$ cat src/rtl/arb_rr_4_32_pkg.sv
// Shared definitions for the 4-channel round-robin bus arbiter and its 32-bit mux.
package arb_rr_4_32_pkg;

    localparam int NUM_CH = 4;
    localparam int SEL_W  = 2;
    localparam int DATA_W = 32;

    typedef enum logic {
        ST_IDLE  = 1'b0,
        ST_GRANT = 1'b1
    } state_t;

    // One-hot decode of a channel index, used to build the grant vector.
    function automatic logic [NUM_CH-1:0] sel_decode(input logic [SEL_W-1:0] sel);
        logic [NUM_CH-1:0] dec;
        dec      = {NUM_CH{1'b0}};
        dec[sel] = 1'b1;
        return dec;
    endfunction

endpackage

$ cat src/rtl/arb_rr_4_32_if.sv
// Request/grant bundle between requesters, the arbiter and the downstream mux.
// With ARB_LOCK_EN defined the bundle carries the per-channel lock vector.
interface arb_rr_4_32_if;
    import arb_rr_4_32_pkg::*;

    logic [NUM_CH-1:0] req;
    logic              sink_ready;
    logic [SEL_W-1:0]  select;
    logic              enable;
    logic [NUM_CH-1:0] grant;
    logic              xfer;
`ifdef ARB_LOCK_EN
    logic [NUM_CH-1:0] lock;

    modport slave  (input  req, sink_ready, lock, output select, enable, grant, xfer);
    modport master (output req, sink_ready, lock, input  select, enable, grant, xfer);
`else
    modport slave  (input  req, sink_ready, output select, enable, grant, xfer);
    modport master (output req, sink_ready, input  select, enable, grant, xfer);
`endif

endinterface

$ cat src/rtl/arb_rr_4_32_rr_pick_4.sv
// Combinational round-robin picker: first requester after 'last', optionally
// ignoring the current owner (which is always the channel held in 'last').
module rr_pick_4
    import arb_rr_4_32_pkg::*;
(
    input  logic [NUM_CH-1:0] req,
    input  logic [SEL_W-1:0]  last,
    input  logic              excl_owner,
    output logic [SEL_W-1:0]  pick,
    output logic              any_req
);

    logic [NUM_CH-1:0] req_m_s;

    // Mask the owner when searching for a competitor.
    always_comb begin
        req_m_s = req;
        if (excl_owner) begin
            req_m_s[last] = 1'b0;
        end else begin
            req_m_s = req;
        end
    end

    // Scan last+1, last+2, last+3, last and keep the first hit.
    always_comb begin
        logic [SEL_W-1:0] idx_v;
        logic             found_v;
        pick    = {SEL_W{1'b0}};
        found_v = 1'b0;
        for (int i = 1; i <= NUM_CH; i++) begin
            idx_v = last + SEL_W'(i);
            if (!found_v && req_m_s[idx_v]) begin
                pick    = idx_v;
                found_v = 1'b1;
            end else begin
                found_v = found_v;
            end
        end
        any_req = found_v;
    end

endmodule

$ cat src/rtl/arb_rr_4_32.sv
// Round-robin arbiter driving select/enable of the 4-to-1 32-bit bus mux, with a
// per-tenure hold limit. Optional macro ARB_LOCK_EN lets the owner lock the bus.
module arb_rr_4_32
    import arb_rr_4_32_pkg::*;
#(
    parameter int HOLD_MAX = 4,
    parameter int CNT_W    = 8
) (
    input  logic          clock,
    input  logic          reset,
    arb_rr_4_32_if.slave  bus
);

    state_t            state_r, state_n;
    logic [SEL_W-1:0]  sel_r, sel_n;
    logic              en_r, en_n;
    logic [NUM_CH-1:0] grant_r, grant_n;
    logic [CNT_W-1:0]  hold_cnt_r, hold_cnt_n;
    logic [SEL_W-1:0]  last_r, last_n;

    logic              xfer_s;
    logic              excl_s;
    logic [SEL_W-1:0]  pick_s;
    logic              any_s;
    logic              lock_hold_s;
    logic              limit_s;
    logic              rel_a_s;
    logic              rel_b_s;

    assign xfer_s = en_r & bus.sink_ready;
    assign excl_s = (state_r == ST_GRANT);

`ifdef ARB_LOCK_EN
    assign lock_hold_s = bus.lock[sel_r];
`else
    assign lock_hold_s = 1'b0;
`endif

    rr_pick_4 u_pick (
        .req        (bus.req),
        .last       (last_r),
        .excl_owner (excl_s),
        .pick       (pick_s),
        .any_req    (any_s)
    );

    // While granted, any_s means a channel other than the owner is requesting.
    assign limit_s = xfer_s && (hold_cnt_r == CNT_W'(HOLD_MAX - 1));
    assign rel_a_s = ~bus.req[sel_r];
    assign rel_b_s = limit_s & any_s & ~lock_hold_s;

    // Next-state and next-output decision.
    always_comb begin
        state_n    = state_r;
        sel_n      = sel_r;
        en_n       = en_r;
        hold_cnt_n = hold_cnt_r;
        last_n     = last_r;
        case (state_r)
            ST_IDLE: begin
                if (any_s) begin
                    state_n    = ST_GRANT;
                    sel_n      = pick_s;
                    en_n       = 1'b1;
                    hold_cnt_n = {CNT_W{1'b0}};
                    last_n     = pick_s;
                end else begin
                    en_n       = 1'b0;
                end
            end
            ST_GRANT: begin
                if (rel_a_s || rel_b_s) begin
                    hold_cnt_n = {CNT_W{1'b0}};
                    if (any_s) begin
                        sel_n  = pick_s;
                        last_n = pick_s;
                        en_n   = 1'b1;
                    end else begin
                        state_n = ST_IDLE;
                        en_n    = 1'b0;
                    end
                end else if (xfer_s) begin
                    // Limit reached without a winning competitor: start a fresh tenure count.
                    if (limit_s) begin
                        hold_cnt_n = {CNT_W{1'b0}};
                    end else begin
                        hold_cnt_n = hold_cnt_r + CNT_W'(1);
                    end
                end else begin
                    hold_cnt_n = hold_cnt_r;
                end
            end
            default: begin
                state_n    = ST_IDLE;
                en_n       = 1'b0;
                hold_cnt_n = {CNT_W{1'b0}};
            end
        endcase
    end

    // Grant is derived from the next select/enable so it is registered alongside them.
    always_comb begin
        if (en_n) begin
            grant_n = sel_decode(sel_n);
        end else begin
            grant_n = {NUM_CH{1'b0}};
        end
    end

    // State and output registers with synchronous reset.
    always_ff @(posedge clock) begin
        if (reset) begin
            state_r    <= ST_IDLE;
            sel_r      <= {SEL_W{1'b0}};
            en_r       <= 1'b0;
            grant_r    <= {NUM_CH{1'b0}};
            hold_cnt_r <= {CNT_W{1'b0}};
            last_r     <= {SEL_W{1'b1}};
        end else begin
            state_r    <= state_n;
            sel_r      <= sel_n;
            en_r       <= en_n;
            grant_r    <= grant_n;
            hold_cnt_r <= hold_cnt_n;
            last_r     <= last_n;
        end
    end

    assign bus.select = sel_r;
    assign bus.enable = en_r;
    assign bus.grant  = grant_r;
    assign bus.xfer   = xfer_s;

endmodule

$ cat src/flat_wrapper.sv
// flat-port wrapper written by rule: the top's interface ports become plain ports
module arb_rr_4_32_flat import arb_rr_4_32_pkg::*;
#(
    parameter int HOLD_MAX = 4,
    parameter int CNT_W    = 8
)
  (clock, reset, bus_req, bus_sink_ready, bus_select, bus_enable, bus_grant, bus_xfer);
  arb_rr_4_32_if bus_i ();
  input  logic clock;
  input  logic reset;
  input wire logic [$bits(bus_i.req)-1:0] bus_req;
  input wire logic [$bits(bus_i.sink_ready)-1:0] bus_sink_ready;
  output wire logic [$bits(bus_i.select)-1:0] bus_select;
  output wire logic [$bits(bus_i.enable)-1:0] bus_enable;
  output wire logic [$bits(bus_i.grant)-1:0] bus_grant;
  output wire logic [$bits(bus_i.xfer)-1:0] bus_xfer;
  assign bus_i.req = bus_req;
  assign bus_i.sink_ready = bus_sink_ready;
  assign bus_select = bus_i.select;
  assign bus_enable = bus_i.enable;
  assign bus_grant = bus_i.grant;
  assign bus_xfer = bus_i.xfer;
  arb_rr_4_32 #(.HOLD_MAX(HOLD_MAX), .CNT_W(CNT_W)) u_core (.clock(clock), .reset(reset), .bus(bus_i));
endmodule
$ cat config.mk
export PLATFORM = sky130hd
export DESIGN_NAME = arb_rr_4_32_flat
export DESIGN_NICKNAME = d
export VERILOG_FILES = /design/src/rtl/arb_rr_4_32_pkg.sv /design/src/rtl/arb_rr_4_32_if.sv /design/src/rtl/arb_rr_4_32_rr_pick_4.sv /design/src/rtl/arb_rr_4_32.sv /design/src/flat_wrapper.sv
export SDC_FILE = /design/constraint.sdc
export NUM_CORES = 1
export LEC_CHECK = 0
export CORE_MARGIN = 2
export CORE_UTILIZATION = 60
export DETAILED_ROUTE_END_ITERATION = 16
export PLACE_DENSITY = 0.93
export SETUP_SLACK_MARGIN = 0.2
export SYNTH_ARGS = -nofsm -noshare
export SYNTH_HDL_FRONTEND = slang
export SYNTH_HIERARCHICAL = 1
export SYNTH_SLANG_ARGS = --single-unit
$ cat constraint.sdc
create_clock -name clock -period 5.9 [get_ports clock]
set_clock_uncertainty 0.2 [all_clocks]
set_input_delay 0.59 -clock clock [delete_from_list [all_inputs] [get_ports clock]]
set_output_delay 0.59 -clock clock [all_outputs]
set_load 0.01 [all_outputs]
==> results by group <==
Setup path
  • WP depth: 9
  • CP bufs+invs: 1
  • Worst reg2reg path depth: 9
  • CP delay by family, top: compound AO/OA/AOI/OAI gates
  • CP Class: reg -> reg
  • Data arrival, critical path: 3650 ps
  • Crit-path cells: inv_1 -> ha_1 -> mux2_4 -> a221oi_1 -> or4b_1 -> o211ai_1 -> a211oi_1 -> nand3_1 -> o221ai_1
  • Crit start category: flop
  • Critical path's slowest cell: dfxtp_1
  • CP Capture Type: flop
  • Largest fanout on the critical path: 20
  • Required time worst endpoint: 5900 ps
  • Slowest cell delay on critical path: 810 ps

GRT
  • Overflow left after global routing: 0
  • Met1 Use GR: 31.1%
  • Gr busiest metal: met2
  • Initial antenna violation count: 0
  • First-pass GRT wire length: 5440 um
  • Largest net degree at the start of global routing: 21
  • M2 GR Usage: 49.4%
  • Vias in the first global route: 1171
  • Met3 GRT Util: 5.14%
  • Gr usage total: 27.2%

Timing
  • Final setup violation count: 0
  • Relative slew slack: 50.9%
  • Count of final hold-check violations: 0
  • Slew @ Worst Pin: 736 ps
  • Final Max Tran Viols: 0
  • Final setup TNS: 0 ps
  • Period utilization: 61.8%
  • Hold_ws: 316 ps
  • RSZ-0062 raised after global routing: false
  • Final min period: 3650 ps
  • Fmax: 274 MHz

Final layout
  • # fillers: 189
  • Nets: 183
  • Layout Utilization: 69.5%
  • # diodes: 0
  • Share of cells above drive strength 1: 11.8%
  • Layout overhead on the synthesized area: 10.3%
  • Layout Cells excl Fill: 197

Logic synthesis
  • Adder-cell share of the synthesized area: 4.49%
  • Compound-Gate Fraction of Synth Area: 24.4%
  • Synth cell types: 52
  • Post-synthesis xor/xnor area fraction: 0%
  • Top_reg_cell synth: dfxtp_1
  • Synthesized Nets: 170
  • Synthesized flop and latch total: 18
  • Yosys warnings: 6
  • Synth Area in Simple Gates: 25.5%
  • Main combinational cell family by area after synthesis: simple AND/OR/NAND/NOR gates
  • Synth async-reset ratio: 0%
  • Sequential area share after synthesis: 25.9%
  • Mux cell area share after synthesis: 12.9%
  • Avg Inst Size Synth: 8.82 um2
  • Post-Syn Area: 1390 um2
  • Cells after Synth: 158
  • Number of synthesized flops with an enable pin: 0

Place
  • DP HPWL: 2470 um
  • # port buffers: 14
  • RePlAce Congestion: 0.839
  • Placed Instances: 194

Clocking
  • Bufs on Longest Clock Path: 2
  • Postcts setup bufs: 0
  • CTS tree: yes
  • CTS Buf Count: 3
  • Later-pin clock latency in the skew report: 290 ps
  • Reg clk slew, reported paths: 100 ps
  • CTS resizes: 0
  • Clock sink count: 18
  • Root Buffer: clkbuf_4
  • Hold_buf cts: 0
  • Clock H-tree levels: 1

Min path
  • Worst hold stages: 2
  • Hold crit path type: reg -> reg

Detailed routing
  • WL/cell: 17.1 um
  • Initial DRC Count: 61
  • TritonRoute pass-1 iters: 4
  • DR vias/cell: 6.53
  • Final WL: 3360 um
  • Post-route ant nets: 0
  • Via count: 1287
  • Drt drc: 0

Floorplan
  • Floorplan core area: 2210 um2
  • Initial Utilization: 63.0%
  • Row count: 17
  • Die footprint: 2720 um2
  • DIE HEIGHT: 52.2 um
  • Io pins: 15
  • Die W: 52.2 um

Power and ir drop
  • VDD IR-drop max: 0.338 mV
  • Leakage power: 0.580 nW
  • Final Power: 615 uW
  • Pwr Density: 400 nW/um2

Run status
  • Outcome: complete, no violations

Flow run
  • Max_cap viols: 0
[flip-flops by register name (all words and copies together), names as in the netlist]
name               cells
u_core/excl_s          1
u_core/last_r          2
u_core/bus.select      2
u_core/bus.grant       4
u_core/hold_cnt_r      8
u_core/bus.enable      1
[layout make-up]
class / instances / area [um2] / share of cell area (%)
Sequential cell: 18 / 360 / 23.4
Clock buffer: 3 / 22.5 / 1.46
Tap cell: 28 / 35.0 / 2.28
Multi-Input combinational cell: 123 / 938 / 61.0
Timing Repair Buffer: 14 / 140 / 9.11
Inverter: 11 / 41.3 / 2.69
[through the flow]
step	instance area (um2)	setup slack [ps]
2_1_floorplan	1390	3110
3_3_place_gp	1520	2660
3_5_place_dp	1520	2410
4_1_cts	1540	2410
5_1_grt	1540	1970
6_report	1540	2250
[cell usage in the layout, fill, tap and decap left out, drive strengths merged, types with 2 or more instances in the layout]
cell           Yosys  final
dfxtp             18     18
clkdlybuf4s50      0     14
nand3             13     13
nand2             12     12
inv               10     10
nor2               9      9
mux2i              9      9
o21ai              9      9
a21oi              8      8
nor3               8      8
o221ai             6      6
mux2               6      6
ha                 5      5
o211ai             4      4
clkbuf             1      3
a211o              3      3
nand2b             2      2
nand3b             2      2
and2b              2      2
nor3b              2      2
nand4              2      2
and3               2      2
[path summary, 6_finish.rpt]
check                                    startpoint                                 to  slack [ps]
setup / recovery      u_core/last_r[0]$_SDFFE_PP1P_  u_core/hold_cnt_r[7]$_SDFFE_PP0P_        2250
hold / removal    u_core/hold_cnt_r[0]$_SDFFE_PP0P_  u_core/hold_cnt_r[0]$_SDFFE_PP0P_         320
setup reg to reg      u_core/last_r[0]$_SDFFE_PP1P_  u_core/hold_cnt_r[7]$_SDFFE_PP0P_        2250
hold reg to reg   u_core/hold_cnt_r[0]$_SDFFE_PP0P_  u_core/hold_cnt_r[0]$_SDFFE_PP0P_         320
[layer usage]
| layer | part of all wire (%) | wire length [um] |
|---|---|---|
| met1 | 42 | 1420 |
| met2 | 51 | 1700 |
| met3 | 6.0 | 201 |
| met4 | 1.1 | 38 |
| met5 | 0 | 0 |
[Yosys cell counts (all sizes together) (2+ instances only)]
master   n  area (um2)
dfxtp   18         360
nand3   13        77.6
nand4    2        12.5
o21ai    9        45.0
and3     2        13.8
o211ai   4        30.0
nand2b   2        12.5
nand2   12        45.0
a211o    3        26.3
inv     10        37.5
ha       5        62.6
mux2i    9        93.8
buf      5        46.3
nand3b   2        15.0
nor3b    2        15.0
a21oi    8        43.8
mux2     6        86.3
nor2     9        33.8
nor3     8        45.0
and2b    2        15.0
o221ai   6        52.6
[worst register-to-register path, stage by stage, from the launching register on]
cell      delay (ps)
dfxtp_1          810
inv_1            190
ha_1             270
mux2_4           280
a221oi_1         420
or4b_1           370
o211ai_1         150
a211oi_1         560
nand3_1          180
o221ai_1         130
[power breakdown]
group	internal, mW	switching (mW)
sequential	0.147	0.0435
clock	0.0238	0.0367
combinational	0.174	0.190
total	0.345	0.270
[kinds of logic (layout without fill, tap and decap cells)]
logic type / Yosys count / in the layout
AND/OR/NAND/NOR: 61 / 61
AO/OA/AOI/OAI: 42 / 42
flip-flops: 18 / 18
buffers and inverters: 17 / 28
multiplexers: 15 / 15
adder cells (fa/ha/maj): 5 / 5
Power figures use the tool's default switching activity.
